===== config.mk =====
export PLATFORM = sky130hd
export DESIGN_NAME = dphy_rx_lane
export DESIGN_NICKNAME = d
export VERILOG_FILES = /design/src/rtl/dphy_rx_lane.sv
export SDC_FILE = /design/constraint.sdc
export NUM_CORES = 1
export LEC_CHECK = 0
export ABC_AREA = 1
export ABC_CLOCK_PERIOD_IN_PS = 1600
export CAP_MARGIN = 15
export CORE_UTILIZATION = 35
export CTS_CLUSTER_SIZE = 14
export DETAILED_ROUTE_END_ITERATION = 8
export PLACE_DENSITY_LB_ADDON = 0.12
export RECOVER_POWER = 50
export SLEW_MARGIN = 0
export SYNTH_ARGS = -nofsm -noshare
export SYNTH_HDL_FRONTEND = slang
export SYNTH_SLANG_ARGS = --single-unit

===== constraint.sdc =====
create_clock -name clk_word_i -period 1.6 [get_ports clk_word_i]
set_input_delay 0.24 -clock clk_word_i [delete_from_list [all_inputs] [get_ports clk_word_i]]
set_output_delay 0.24 -clock clk_word_i [all_outputs]
set_load 0.005 [all_outputs]

===== src/rtl/dphy_rx_lane.sv =====
// D-PHY receive data lane: LP entry tracking, HS sync hunt at any bit offset, byte-aligned payload out.
// Latency: LP pins to FSM decision 2 cycles; sync found in cycle N -> sync_o N+1, first payload byte N+2.
// Backpressure: none; the lane emits one byte per word clock while in HS and cannot be stalled.
module dphy_rx_lane #(
    parameter int unsigned g_settle_cycles = 4,
    parameter int unsigned g_sync_timeout  = 32,
    parameter logic [7:0]  g_sync_byte     = 8'hB8
) (
    input  logic       clk_word_i,
    input  logic       rst_i,
    input  logic [7:0] serdes_d_i,
    input  logic       lp_p_i,
    input  logic       lp_n_i,
    output logic [1:0] lp_state_o,
    output logic       hs_active_o,
    output logic       sync_o,
    output logic [7:0] data_o,
    output logic       valid_o,
    output logic       sot_err_o,
    output logic       eot_o
);

    typedef enum logic [2:0] {
        S_WAIT_STOP,
        S_STOP,
        S_HS_RQST,
        S_SETTLE,
        S_HUNT,
        S_RECEIVE
    } state_t;

    // Counters hold "cycles already spent", so the exit test compares against count-1.
    localparam logic [7:0] SETTLE_LAST  = 8'(g_settle_cycles - 1);
    localparam logic [7:0] TIMEOUT_LAST = 8'(g_sync_timeout - 1);

    state_t      state_q;
    logic [1:0]  lp_meta_q;
    logic [1:0]  lp_sync_q;
    logic [7:0]  w_prev_q;
    logic [7:0]  cnt_q;
    logic [7:0]  cnt_inc;
    logic [2:0]  off_q;
    logic        hs_q;
    logic        sync_q;
    logic [7:0]  data_q;
    logic        valid_q;
    logic        sot_q;
    logic        eot_q;
    logic [15:0] window;
    logic        match;
    logic [2:0]  match_off;

    // Two-word view of the bit stream; w_prev bit 0 is the oldest bit.
    assign window  = {serdes_d_i, w_prev_q};
    assign cnt_inc = (cnt_q == 8'hFF) ? cnt_q : cnt_q + 8'd1;

    // Search all eight bit offsets; scanning downwards lets the lowest matching offset win.
    always_comb begin
        match     = 1'b0;
        match_off = 3'd0;
        for (int k = 7; k >= 0; k--) begin
            if (window[k +: 8] == g_sync_byte) begin
                match     = 1'b1;
                match_off = 3'(k);
            end
        end
    end

    // LP pin synchronizers (preset to stop state) and previous-word register.
    always_ff @(posedge clk_word_i) begin
        w_prev_q <= serdes_d_i;
        if (rst_i) begin
            lp_meta_q <= 2'b11;
            lp_sync_q <= 2'b11;
        end else begin
            lp_meta_q <= {lp_p_i, lp_n_i};
            lp_sync_q <= lp_meta_q;
        end
    end

    // Lane FSM with all outputs registered; pulse outputs default low every cycle.
    always_ff @(posedge clk_word_i) begin
        if (rst_i) begin
            state_q <= S_WAIT_STOP;
            cnt_q   <= 8'd0;
            off_q   <= 3'd0;
            hs_q    <= 1'b0;
            sync_q  <= 1'b0;
            data_q  <= 8'd0;
            valid_q <= 1'b0;
            sot_q   <= 1'b0;
            eot_q   <= 1'b0;
        end else begin
            sync_q <= 1'b0;
            sot_q  <= 1'b0;
            eot_q  <= 1'b0;
            case (state_q)
                S_WAIT_STOP: begin
                    if (lp_sync_q == 2'b11) state_q <= S_STOP;
                end
                S_STOP: begin
                    if (lp_sync_q == 2'b01)      state_q <= S_HS_RQST;
                    else if (lp_sync_q != 2'b11) state_q <= S_WAIT_STOP;
                end
                S_HS_RQST: begin
                    case (lp_sync_q)
                        2'b00: begin
                            state_q <= S_SETTLE;
                            cnt_q   <= 8'd0;
                        end
                        2'b01:   state_q <= S_HS_RQST;
                        2'b11:   state_q <= S_STOP;
                        default: state_q <= S_WAIT_STOP;
                    endcase
                end
                S_SETTLE: begin
                    // Words seen here are settle noise; any sync-like pattern is ignored.
                    if (lp_sync_q != 2'b00) begin
                        sot_q   <= 1'b1;
                        state_q <= S_WAIT_STOP;
                    end else if (cnt_q >= SETTLE_LAST) begin
                        state_q <= S_HUNT;
                        cnt_q   <= 8'd0;
                    end else begin
                        cnt_q <= cnt_inc;
                    end
                end
                S_HUNT: begin
                    // An LP change beats a match; a match beats the timeout.
                    if (lp_sync_q != 2'b00) begin
                        sot_q   <= 1'b1;
                        state_q <= S_WAIT_STOP;
                    end else if (match) begin
                        off_q   <= match_off;
                        sync_q  <= 1'b1;
                        hs_q    <= 1'b1;
                        state_q <= S_RECEIVE;
                    end else if (cnt_q >= TIMEOUT_LAST) begin
                        sot_q   <= 1'b1;
                        state_q <= S_WAIT_STOP;
                    end else begin
                        cnt_q <= cnt_inc;
                    end
                end
                S_RECEIVE: begin
                    // Trailer and settle garbage pass through until LP leaves 00.
                    if (lp_sync_q == 2'b00) begin
                        data_q  <= window[off_q +: 8];
                        valid_q <= 1'b1;
                    end else begin
                        valid_q <= 1'b0;
                        hs_q    <= 1'b0;
                        if (lp_sync_q == 2'b11) begin
                            eot_q   <= 1'b1;
                            state_q <= S_STOP;
                        end else begin
                            state_q <= S_WAIT_STOP;
                        end
                    end
                end
                default: state_q <= S_WAIT_STOP;
            endcase
        end
    end

    assign lp_state_o  = lp_sync_q;
    assign hs_active_o = hs_q;
    assign sync_o      = sync_q;
    assign data_o      = data_q;
    assign valid_o     = valid_q;
    assign sot_err_o   = sot_q;
    assign eot_o       = eot_q;

endmodule


==> results.cfg, run 1 <==
[sta]
worstMarginPinSlew_ns = 0.435
layout_setup_ws_ns = 0.112
timing.final.crit_share_pct = 93.0
setup_viol = 0
max-slew-margin-rel_pct = 70.9
hold_viol_final = 0
drv_slew = 0
fin_skew_ns = 0.00724
period_minus_slack_ns = 1.49
max_freq_mhz = 672

[synthesis]
synth_most_common_cell = nand2_1
yosys_warnings = 0
async_reset_ff_share_pct = 0
synth_top_area_share_pct = 34.8
ys_ff_latch = 39
ys_top_cells_by_area = dfxtp_1, nand2_1, inv_1, nor2_1, nand3_1
synth.largest_area_cell = dfxtp_1
seq_area_frac_synth_pct = 34.8
ys_types = 26
avgSynthCellArea_um2 = 6.34
synth_cells = 354
synth_edf_count = 0
syn_nets = 372
syn_area_um2 = 2240
synthFlopType = dfxtp_1
synth_common_cells = nand2_1, dfxtp_1, inv_1

[drt]
drt_wl_total_um = 5540
wl_per_cell_um = 11.5
vias = 2293
drcViolationCount = 0
firstDrtPassIters = 4
drtIter0Drc = 90
antenna_left = 0
via_per_inst = 4.75

[setup_path]
endpoint = cnt_q[1]$_SDFFE_PP0P_
cp_max_fo = 3
rr_startpoint = cnt_q[0]$_SDFFE_PP0P_
rr_worst_depth = 9
cp.arrival_ns = 1.71
crit_path_start = cnt_q[0]$_SDFFE_PP0P_
rrSetupSlack_ns = 0.11
r2r_end = cnt_q[1]$_SDFFE_PP0P_
cp.required_ns = 1.83
path_buf_inv = 2
cp-start-kind = flip-flop
critical_path_class = reg2reg
cpPeakStageDelay_ns = 0.33
crit_cells = 9
cp-end-kind = flip-flop
cpLargestDelayFamily = simple AND/OR/NAND/NOR gates
crit_slowest_cell = dfxtp_2
crit_top_cell = nand3_1
crit_chain = ha_2, inv_1, nand3_1, nor2_2, buf_4, nand4_1, nand2_1, nand3_1, a21oi_1

[pwr]
total_power_w = 0.00209
vdd_drop_max_mv = 0.404
power.share.combinational_pct = 10.0
p_leak_nw = 1.33
p_int_w = 0.00156
swShare_pct = 25.4
power_density_nw_per_um2 = 709
power_switching_w = 0.000531
seqPwrFrac_pct = 48.6
clkPwrFrac_pct = 41.4

[cts]
clkLatencyLatePin_ns = 0.29
cts_max_level = 2
ctsRootBufferMaster = clkbuf_8
cts_sinks = 39
path_clk_slew_ns = 0.09
cts-buffers-inserted = 5
tritoncts = done
cts.path.max_buffers = 2

[placed_design]
dpl.cell_count = 473
hpwl_um = 4230
pre_cts_slack_ns = -0.360
placed_area_um2 = 2780
io_buffers = 26
place.gp.congestion = 0.933

[global_routing]
antenna_found_initial = 0
grt_pass1_wl_um = 9180
overflow = 0
grt_start_max_net_pins = 26
grt_usage_pct = 17.8
grt_pass1_vias = 2127

[floorplan]
start_util_pct = 37.0
row_count = 28
die_h_um = 82.1
ioPinCount = 27
fp.dieArea_um2 = 6740
dieWidth_um = 82.1
core_area_um2 = 6060

[final_layout]
diodes = 0
stdcell_area_um2 = 2940
drive_above_1_share_pct = 17.4
nets = 425
syn_to_final_growth_pct = 31.0
final_cells = 483
fillers = 638

[hold_path]
hp-class = in2reg

[run]
drv_cap = 0

[status]
run_status = completed
## area by class of cell
cell class | instances | area, um2 | share of cell area (%)
clock buffer | 5 | 68.8 | 2.34
clock inverter | 3 | 47.5 | 1.62
inverter | 47 | 176 | 6.00
multi-input combinational | 258 | 1290 | 43.8
sequential | 39 | 790 | 26.8
tap | 75 | 93.8 | 3.19
timing repair buffer | 56 | 477 | 16.2
## flip-flops by register name (all words and copies together), names as in the netlist
register and cells:
cnt_q 8, data_o 8, eot_o 1, hs_active_o 1, lp_meta_q 2, lp_state_o 2, off_q 3, sot_err_o 1
state_q 3, sync_o 1, valid_o 1, w_prev_q 8
## placed cells by master, fill, tap and decap left out, types with 2 or more instances in the layout
master / netlist / routed
a21oi_1: 21 / 21
buf_4: 1 / 28
clkbuf_1: 5 / 3
clkbuf_8: 0 / 5
clkdlybuf4s50_1: 0 / 20
clkinv_1: 2 / 2
dfxtp_1: 39 / 32
dfxtp_2: 0 / 7
dlygate4sd2_1: 0 / 2
ha_1: 6 / 5
inv_1: 39 / 39
inv_2: 6 / 6
nand2_1: 114 / 113
nand2_2: 3 / 2
nand2_4: 0 / 2
nand3_1: 24 / 23
nand3_2: 2 / 2
nand3b_1: 2 / 2
nand4_1: 4 / 4
nor2_1: 35 / 31
nor2_2: 2 / 5
o211ai_1: 12 / 12
o21ai_0: 22 / 22
or2_2: 4 / 4
xor2_1: 2 / 2
## metal layers
metal / track usage [%] / routed length (um) / vias to the layer above
li1: - / - / 1233
met1: 21.2 / 2580 / 1027
met2: 32.5 / 2740 / 26
met3: 3.33 / 150 / 7
met4: 4.74 / 58 / 0
met5: 0 / 0 / -
## kinds of logic (layout without fill, tap and decap cells)
| kind of cell | Yosys count | after routing | synth area share, % |
|---|---|---|---|
| AOI/OAI and AO/OA | 57 | 57 | 14.4 |
| xor gates and xnor gates | 3 | 3 | 1.17 |
| adders and majority gates | 6 | 6 | 3.34 |
| buffers and inverters | 57 | 111 | 9.92 |
| DFF | 39 | 39 | 34.8 |
| and+or+nand+nor | 192 | 192 | 36.4 |
## per-stage QoR
| stage | hold slack [ns] | setup TNS, ns | utilization, % |
|---|---|---|---|
| final | 0.258 | 0 | 48.5 |
| after global routing | 0.266 | -0.0255 | 48.5 |
| after CTS | 0.286 | 0 | 47.7 |
| after detailed placement | 0.395 | -5.97 | 45.8 |
| after global placement | 0.395 | -6.00 | 45.8 |
| after floorplan | 0.268 | 0 | - |
## worst min-delay path by stage
stage / from / end / slack (ns) / depth (start not counted)
5_1_grt: serdes_d_i[4] / w_prev_q[4]$_DFF_P_ / 0.27 / 2
6_report: serdes_d_i[4] / w_prev_q[4]$_DFF_P_ / 0.26 / 2
4_1_cts: serdes_d_i[0] / w_prev_q[0]$_DFF_P_ / 0.29 / 1
3_3_place_gp: lp_meta_q[0]$_SDFF_PP1_ / lp_state_o[0]$_SDFF_PP1_ / 0.39 / 1
2_1_floorplan: serdes_d_i[0] / w_prev_q[0]$_DFF_P_ / 0.27 / 0
3_5_place_dp: lp_meta_q[0]$_SDFF_PP1_ / lp_state_o[0]$_SDFF_PP1_ / 0.40 / 1
## power groups by stage
stage	Combinational (W)	Clock, W	Sequential (W)
3_5_place_dp	0.000213	0	0.00103
6_report	0.000210	0.000863	0.00101
4_1_cts	0.000213	0.000900	0.00101
5_1_grt	0.000238	0.000946	0.00102
3_3_place_gp	0.000215	0	0.00104
2_1_floorplan	0.000116	0	0.00103
## what timing repair did
action,4_1_cts,5_1_grt
buffers inserted,0,2
gates resized for setup,3,21
hold buffers,0,0
endpoints found under the setup margin,7,16
pin swaps,1,3
Note: power is estimated with default switching activity, not from simulation.
==> run 2: changes to the inputs <==
Settings changed: SKIP_LAST_GASP set to 1.
==> results of run 2 <==
No change in the layout: final DEF, timing and power equal those of run 1.
==> run 3: changes to the inputs <==
Settings changed: ABC_CLOCK_PERIOD_IN_PS 1600 to 1300.
Clock period 1.6 ns to 1.3 ns, I/O delays scaled along.
==> results.cfg, run 3 (same netlist as run 1, synthesis figures left out) <==
[status]
run_status = finished with violations
violations = setup timing

[placed_design]
pre_cts_slack_ns = -0.600
hpwl_um = 4460
place.gp.congestion = 0.903
io_buffers = 26

[drt]
via_per_inst = 4.85
drt_wl_total_um = 6290
antenna_left = 0
drtIter0Drc = 98
firstDrtPassIters = 4
drcViolationCount = 0
vias = 2521
wl_per_cell_um = 12.1

[floorplan]
fp.dieArea_um2 = 6740
ioPinCount = 27
start_util_pct = 37.0
die_h_um = 82.1
row_count = 28
core_area_um2 = 6060
dieWidth_um = 82.1

[pwr]
power_switching_w = 0.000684
p_leak_nw = 1.62
p_int_w = 0.00194
vdd_drop_max_mv = 0.425
power.share.combinational_pct = 12.4
seqPwrFrac_pct = 47.7
clkPwrFrac_pct = 39.9
swShare_pct = 26.1
power_density_nw_per_um2 = 756

[cts]
path_clk_slew_ns = 0.08
cts_hold_buf = 0
ctsRootBufferMaster = clkbuf_8
clkLatencyLatePin_ns = 0.29
cts-buffers-inserted = 5
cts_sinks = 39
cts.path.max_buffers = 2
cts_max_level = 2
tritoncts = done

[global_routing]
overflow = 0
grt_usage_pct = 20.0
grt_pass1_vias = 2346
grt_start_max_net_pins = 26
antenna_found_initial = 0
grt_pass1_wl_um = 10200

[setup_path]
cp.required_ns = 1.52
endpoint = state_q[0]$_SDFFE_PP0P_
crit_top_cell = nand2_2
critical_path_class = reg2reg
cp-end-kind = flip-flop
r2r_end = state_q[0]$_SDFFE_PP0P_
rr_worst_depth = 11
cp-start-kind = flip-flop
rr_startpoint = w_prev_q[3]$_DFF_P_
cp_max_fo = 8
crit_path_start = w_prev_q[3]$_DFF_P_
rrSetupSlack_ns = -0.17
cp.arrival_ns = 1.69
crit_chain = inv_2, nand2_1, nor2_1, nand2_2, nand2_2, nor2_4, nand2_4, nand3_4, nand2_2, nand2_1, a21oi_2
crit_slowest_cell = dfxtp_2
cpPeakStageDelay_ns = 0.33

[sta]
hold_viol_final = 0
max-slew-margin-rel_pct = 80.5
worstMarginPinSlew_ns = 0.292
layout_setup_ws_ns = -0.168
drv_slew = 0
max_freq_mhz = 681
fin_skew_ns = 0.00275
period_minus_slack_ns = 1.47
timing.final.crit_share_pct = 113
setup_viol = 17
rsz0062_at_grt = yes

[hold_path]
hp-class = in2reg

[final_layout]
layout_commonest_cell = nand2_1
final_cell_mix = nand2_1, buf_4, inv_1
syn_to_final_growth_pct = 54.3
ff_latch_area_um2 = 823
nets = 462
post-route-util_pct = 57.1
multiInputGateArea_um2 = 1470
fillers = 605
diodes = 0
drive_above_1_share_pct = 37.1

[run]
drv_cap = 0
[run 3: changes by cell type in the layout (fill, tap and decap cells not counted), moves of 6 or more]
cell             previous run  this run
buf_4                      28        54
clkdlybuf4s50_1            20         2
dfxtp_1                    32        17
dfxtp_2                     7        16
dfxtp_4                     0         6
dlygate4sd2_1               2        22
inv_1                      39        30
inv_4                       0         7
nand2_1                   113        92
nand2_2                     2        20
o21ai_0                    22        12
o21ai_1                     0         7
[run 3: timing repair]
item / CTS / global route
buffers inserted: 9 / 3
gates cloned: 0 / 0
pin swaps: 21 / 21
gates resized for setup: 93 / 29
endpoints found under the setup margin: 40 / 25
[run 3: worst max-delay path, delay by kind of cell (launching register included)]
family,cells,cell delay (ns)
AO/OA/AOI/OAI,1,0.12
buffers and inverters,1,0.09
flip-flops,1,0.33
AND/OR/NAND/NOR,9,0.87
[run 3: routing by layer]
layer	routed length (um)	up-vias	global-route usage, %
li1	-	1319	-
met1	2730	1136	23.0
met2	3190	49	36.2
met3	208	17	3.44
met4	160	0	8.07
met5	0	-	0
[run 3: power groups by stage]
stage / sequential (W) / combinational (W) / clock, W
after floorplan: 0.00127 / 0.000148 / 0
after global placement: 0.00127 / 0.000302 / 0
after detailed placement: 0.00127 / 0.000300 / 0
after CTS: 0.00125 / 0.000313 / 0.00108
after global routing: 0.00125 / 0.000361 / 0.00111
final: 0.00125 / 0.000326 / 0.00105
[run 3: worst min path at each step]
stage                       startpoint                  endpoint  slack [ns]  depth (start not counted)
4_1_cts                  serdes_d_i[5]       w_prev_q[5]$_DFF_P_        0.19                          1
2_1_floorplan            serdes_d_i[0]       w_prev_q[0]$_DFF_P_        0.22                          0
3_3_place_gp   lp_meta_q[0]$_SDFF_PP1_  lp_state_o[0]$_SDFF_PP1_        0.39                          1
3_5_place_dp   lp_meta_q[0]$_SDFF_PP1_  lp_state_o[0]$_SDFF_PP1_        0.40                          1
5_1_grt                  serdes_d_i[5]       w_prev_q[5]$_DFF_P_        0.18                          1
6_report                 serdes_d_i[5]       w_prev_q[5]$_DFF_P_        0.19                          1
[run 3: cell type report]
cell class                 count  area share (%)
timing repair buffer          93            22.3
tap                           75            2.71
inverter                      47            5.60
sequential                    39            23.8
clock inverter                 3            1.26
clock buffer                   5            1.99
multi-input combinational    258            42.4
[run 3: per-stage QoR]
stage | hold slack, ns | cells | power (W) | setup TNS (ns) | instance area [um2]
6_report | 0.190 | 520 | 0.00262 | -1.61 | 3460
5_1_grt | 0.184 | 520 | 0.00273 | -3.95 | 3460
4_1_cts | 0.185 | 517 | 0.00264 | -0.969 | 3370
3_5_place_dp | 0.397 | 500 | 0.00157 | -12.17 | 3040
3_3_place_gp | 0.392 | 500 | 0.00157 | -12.02 | 3040
2_1_floorplan | 0.223 | 354 | 0.00142 | -0.432 | 2300
==> edit 1 (flow settings as in run 1) <==
Encoding of `state_t`: now one-hot (6 bits for 6 states).
--- a/src/rtl/dphy_rx_lane.sv
+++ b/src/rtl/dphy_rx_lane.sv
@@ -22,9 +22,9 @@
 
-    typedef enum logic [2:0] {
-        S_WAIT_STOP,
-        S_STOP,
-        S_HS_RQST,
-        S_SETTLE,
-        S_HUNT,
-        S_RECEIVE
+    typedef enum logic [5:0] {
+        S_WAIT_STOP = 6'b000001,
+        S_STOP      = 6'b000010,
+        S_HS_RQST   = 6'b000100,
+        S_SETTLE    = 6'b001000,
+        S_HUNT      = 6'b010000,
+        S_RECEIVE   = 6'b100000
     } state_t;
Function: same outputs for any inputs over 10 cycles, from zero or initial values and one cycle with rst_i high; not proved beyond that.
==> edit 1 against run 1 <==
- the run now ends with DRC left
- global-route usage shrank 0.073 points
- sequential share of layout area grew 0.81 points
- power grew 11%
- clock skew shrank 0.0028 ns
- wire length grew 7.3%
- worst setup slack lost 0.011 ns
- sequential cell count grew 3
- via count grew 5.1%
- design area grew 3.8%
- fmax shrank 0.76%
- sequential power grew 11%
- area after synthesis grew 6.9%
- largest cell class unchanged
- largest power group unchanged
==> edit 1: results (changes against run 1) <==
Status - complete, but fails checks
Failing checks - DRC
Tot GR Track Use - 0.178 (-0.000728)
First-pass GRT wire length - 10200 um (+11%)
Worst slew margin - 0.721 (+0.0112)
Dpl hpwl - 4650 um (+9.8%)
Syn nets - 391 (+5.1%)
Drt total wl - 5940 um (+7.3%)
P_leak - 1.36 nW (+2.2%)
R2r setup slk - 0.10 ns
Synth unique cells - 36 (+38%)
N_diodes - 0 (unchanged)
FF-to-FF Start - cnt_q[0]
Crit path kind - reg -> reg
Share of flip-flops with an asynchronous set or reset - 0 (unchanged)
Worst EP arrival - 1.69 ns (-0.02 ns)
Number of global-route vias before repair - 2178 (+2.4%)
Synth warnings - 0 (unchanged)
Sequential-to-total area share from yosys stat - 0.351 (+0.00272)
Initial antenna violation count - 0 (unchanged)
Drt pass-1 iters - 6 (+2)
Share of layout cells above drive strength 1 - 0.185 (+0.0114)
Wirelength per Cell - 11.8 um (+3.0%)
Vias - 2410 (+5.1%)
Ys flop type - dfxtp_1
Pin count of the biggest net entering global routing - 23 (-12%)
Syn_area_per_cell - 6.35 um^2 (about the same)
Final Skew - 0.00443 ns (-0.00280 ns)
Most numerous cell in the Yosys netlist - nand2_1
Crit path max fanout - 8 (+5)
Placed Cells - 494 (+4.4%)
Synth top area cells - dfxtp_1, nand2_1, nor2_1, o21ai_0, a21oi_1
Starting DRC count in detailed routing - 159 (+77%)
DRC errors left - 3 (+3)
Clock Path Buffers - 2 (unchanged)
Fillcell total - 675 (+5.8%)
GP Congestion - 0.910 (-2.4%)
Reg2reg path depth - 11 (+2)
Maximum vdd drop - 0.437 mV (+8.1%)
Nets - 438 (+3.1%)
Clk slew on worst S/H paths - 0.08 ns
Clk_lat worst skew - 0.29 ns (about the same)
List of most frequent post-synthesis cells - nand2_1, nor2_1, dfxtp_1, inv_1, o21ai_0
Root buf cell - clkbuf_8
HP Class - in -> reg
==> edit 1: where the power goes <==
group          internal, W  switching (W)
clock network     0.000466       0.000374
logic             0.000141       0.000220
registers          0.00108      0.0000371
==> edit 1: timing repair <==
action                                  CTS  global route
endpoints found under the setup margin    1            16
gates cloned                              0             0
pin swaps                                 1             9
gates resized for setup                   2            28
setup buffers                             0             1
==> edit 1: cell families (layout without fill, tap and decap cells) <==
| logic type | count (synthesis) | count (layout) | synth area share |
|---|---|---|---|
| compound gates | 70 | 70 | 0.154 |
| xor+xnor | 2 | 2 | 0.00730 |
| fa+ha+maj | 1 | 1 | 0.00522 |
| buf+inv | 49 | 97 | 0.0809 |
| flops | 42 | 42 | 0.351 |
| mux | 1 | 1 | 0.00417 |
| simple gates | 213 | 213 | 0.398 |
==> edit 1: how the worst min path moves through the flow <==
stage,from,end,slack (ns),cells after the start
floorplan,serdes_d_i[0],w_prev_q[0],0.27,0
global placement,lp_meta_q[0],lp_state_o[0],0.39,1
detailed placement,lp_meta_q[0],lp_state_o[0],0.40,1
CTS,serdes_d_i[0],w_prev_q[0],0.30,1
global route,serdes_d_i[1],w_prev_q[1],0.15,1
finish,serdes_d_i[5],w_prev_q[5],0.15,1
==> edit 1: area by class of cell <==
| class | instances | area [um^2] | area share |
|---|---|---|---|
| sequential | 42 | 845 | 0.277 |
| tap | 77 | 96.3 | 0.0315 |
| multi-input combinational | 287 | 1430 | 0.469 |
| clock inverter | 2 | 37.5 | 0.0123 |
| clock buffer | 6 | 72.6 | 0.0238 |
| timing repair buffer | 50 | 420 | 0.138 |
| inverter | 39 | 149 | 0.0488 |
==> edit 1: layer usage <==
layer  part of all wire  up-vias  GRT usage
li1                   -     1298          -
met1               0.52     1052      0.254
met2               0.44       55      0.273
met3              0.039        5     0.0315
met4             0.0089        0     0.0524
met5                  0        -          0
==> edit 1: worst max-delay path, stage by stage (launching register included) <==
cell	delay [ns]
dfxtp_2	0.33
ha_2	0.18
inv_2	0.09
nor2_4	0.06
nand2_2	0.07
nand3_2	0.09
nand2_2	0.09
nand2_2	0.06
nor2_4	0.19
nand2_4	0.11
nand2_1	0.09
a21oi_2	0.05
==> edit 1: through the flow <==
step                setup WS [ns]  power [W]  cell area (um^2)   util
finish                      0.101    0.00232              3050  0.470
global route              -0.0188    0.00246              3050  0.470
CTS                       0.00980    0.00235              3000  0.463
detailed placement         -0.314    0.00150              2900  0.446
global placement           -0.288    0.00149              2900  0.446
floorplan                   0.158    0.00137              2400      -
==> edit 2 (settings of run 1) <==
Made on the original files. Reset style: asynchronous (`rst_i`), changed in one clocked block. Comments in the files are not updated.
--- a/src/rtl/dphy_rx_lane.sv
+++ b/src/rtl/dphy_rx_lane.sv
@@ -81,3 +81,3 @@
     // Lane FSM with all outputs registered; pulse outputs default low every cycle.
-    always_ff @(posedge clk_word_i) begin
+    always_ff @(posedge clk_word_i or posedge rst_i) begin
         if (rst_i) begin
Behaviour: differs if rst_i is asserted again (counterexample within 10 cycles, from zero or initial values and one cycle with rst_i high); with rst_i held inactive, the same outputs for 10 cycles.
==> edit 2 against run 1 <==
- wire length grew 1.5%
- combinational power grew 70%
- design area grew 5.0%
- sequential cell count is the same
- highest routed layer unchanged
- worst setup slack is essentially flat
- critical endpoint is now cnt_q[1]
- power grew 1.7%
- clock skew grew 0.00066 ns
- largest power group unchanged
- area after synthesis grew 3.3%
- non-clock buffer count grew 11
- first-iteration DRC count grew 28%
==> edit 2: results (changes against run 1) <==
GRT met2 Usage - 0.288 (-0.0372)
Final Skew - 0.00789 ns (+0.000656 ns)
Sequential-to-total area share from yosys stat - 0.395 (+0.0472)
Synth Area in Adders - 0.0324 (-0.00106)
First-pass GRT wire length - 9570 um (+4.3%)
Ys flop type - dfrtp_1
Dpl hpwl - 4250 um (+0.39%)
Actual slew at the worst max-slew pin - 0.712 ns (+0.276 ns)
HP Class - in -> reg
Xor/xnor share of the synthesized area - 0.00756 (-0.00415)
Root buf cell - clkbuf_8
Worst EP arrival - 1.72 ns
Synth top area cells - dfrtp_1, nand2_1, dfxtp_1, o21ai_0, nor2_1
Met1 Resource Use GR - 0.212 (+0.000791)
Share of layout cells above drive strength 1 - 0.227 (+0.0526)
Comb pwr share - 0.168 (+0.068)
Compound-Gate Fraction of Synth Area - 0.131 (-0.0127)
CTS buffer count - 5 (unchanged)
N_diodes - 0 (unchanged)
Syn nets - 356 (-4.3%)
Initial antenna violation count - 0 (unchanged)
Top Layer Used - met4
Htree depth - 2 (unchanged)
P_leak - 1.50 nW (+13%)
Crit path max fanout - 3 (unchanged)
Synth warnings - 0 (unchanged)
Number of global-route vias before repair - 2163 (+1.7%)
List of most frequent post-synthesis cells - nand2_1, nor2_1, inv_1, o21ai_0, dfrtp_1
Vias - 2295 (+0.087%)
Status - completed
CP peak stage delay - 0.39 ns (+0.06 ns)
Tot GR Track Use - 0.172 (-0.00663)
Nets - 423 (-0.47%)
Synth unique cells - 31 (+19%)
Met1 wire length - 2580 um (-0.19%)
GP Congestion - 0.891 (-4.5%)
Clk_lat worst skew - 0.29 ns (about the same)
Crit-path leading delay family - simple AND/OR/NAND/NOR gates
CP max stage cell - dfrtp_1
Grt total ovfl - 0 (unchanged)
Pin count of the biggest net entering global routing - 28 (+7.7%)
Share of flip-flops with an asynchronous set or reset - 0.692 (+0.692)
Starting DRC count in detailed routing - 115 (+28%)
Metal2 WL - 2760 um (+0.44%)
Psw - 0.000593 W (+12%)
Wirelength per Cell - 11.6 um (+1.5%)
Met3 wire len - 165 um (+10%)
Clk network pwr share - 0.332 (-0.082)
Maximum vdd drop - 0.720 mV (+78%)
Clk slew on worst S/H paths - 0.07 ns (-0.02 ns)
Drt pass-1 iters - 4 (unchanged)
Clock Path Buffers - 2 (unchanged)
Mux cell area share after synthesis - 0.00863 (+0.00863)
PortBufs - 26 (unchanged)
Routing usage on met3 - 0.0338 (+0.000464)
Fillcell total - 662 (+3.8%)
Overall power - 0.00212 W (+1.7%)
==> edit 2: cell types whose count changed in the layout (fill, tap and decap cells not counted), sizes merged, moves of 9 or more <==
cell / change
dfxtp: -27
nand2: -9
dfrtp: +27
o211ai: -10
buf: +11
nand3: -11
o21ai: +13
==> edit 2: cell families (layout without fill, tap and decap cells) <==
family,count (synthesis),after routing
AO/OA/AOI/OAI,56,56
XOR/XNOR,2,2
adder cells (fa/ha/maj),6,6
buffers and inverters,49,117
flip-flops,39,39
multiplexers,2,2
AND/OR/NAND/NOR,184,184
==> edit 2: path summary, 6_finish.rpt <==
check                           endpoint  cells past startpoint  slack (ns)          start
max                             cnt_q[1]                      8        0.11       cnt_q[1]
min                          w_prev_q[0]                      1        0.15  serdes_d_i[0]
max reg2reg                     cnt_q[1]                      8        0.11       cnt_q[1]
min reg2reg                lp_state_o[1]                      1        0.41   lp_meta_q[1]
max in group asynchronous     state_q[1]                      3        0.45          rst_i
min in group asynchronous       off_q[2]                      3        0.65          rst_i
==> edit 2: metrics by stage <==
step                instances  instance area, um^2  setup WS [ns]
floorplan                 338                 2320         0.0384
global placement          468                 2910         -0.280
detailed placement        468                 2910         -0.309
CTS                       476                 3010         0.0124
global route              483                 3090        -0.0119
finish                    483                 3090          0.112
==> edit 2: timing repair <==
item,4_1_cts,5_1_grt
gates cloned,0,0
endpoints found under the setup margin,5,18
buffers inserted,0,7
pin swaps,4,8
gates resized for setup,4,26
==> edit 2: layout make-up <==
cell class / count / area share
clock buffers: 7 / 0.0279
clock inverters: 1 / 0.00162
inverters: 42 / 0.0510
multi-input cells: 250 / 0.409
flip-flops and latches: 39 / 0.299
well taps: 77 / 0.0312
repair buffers: 67 / 0.181
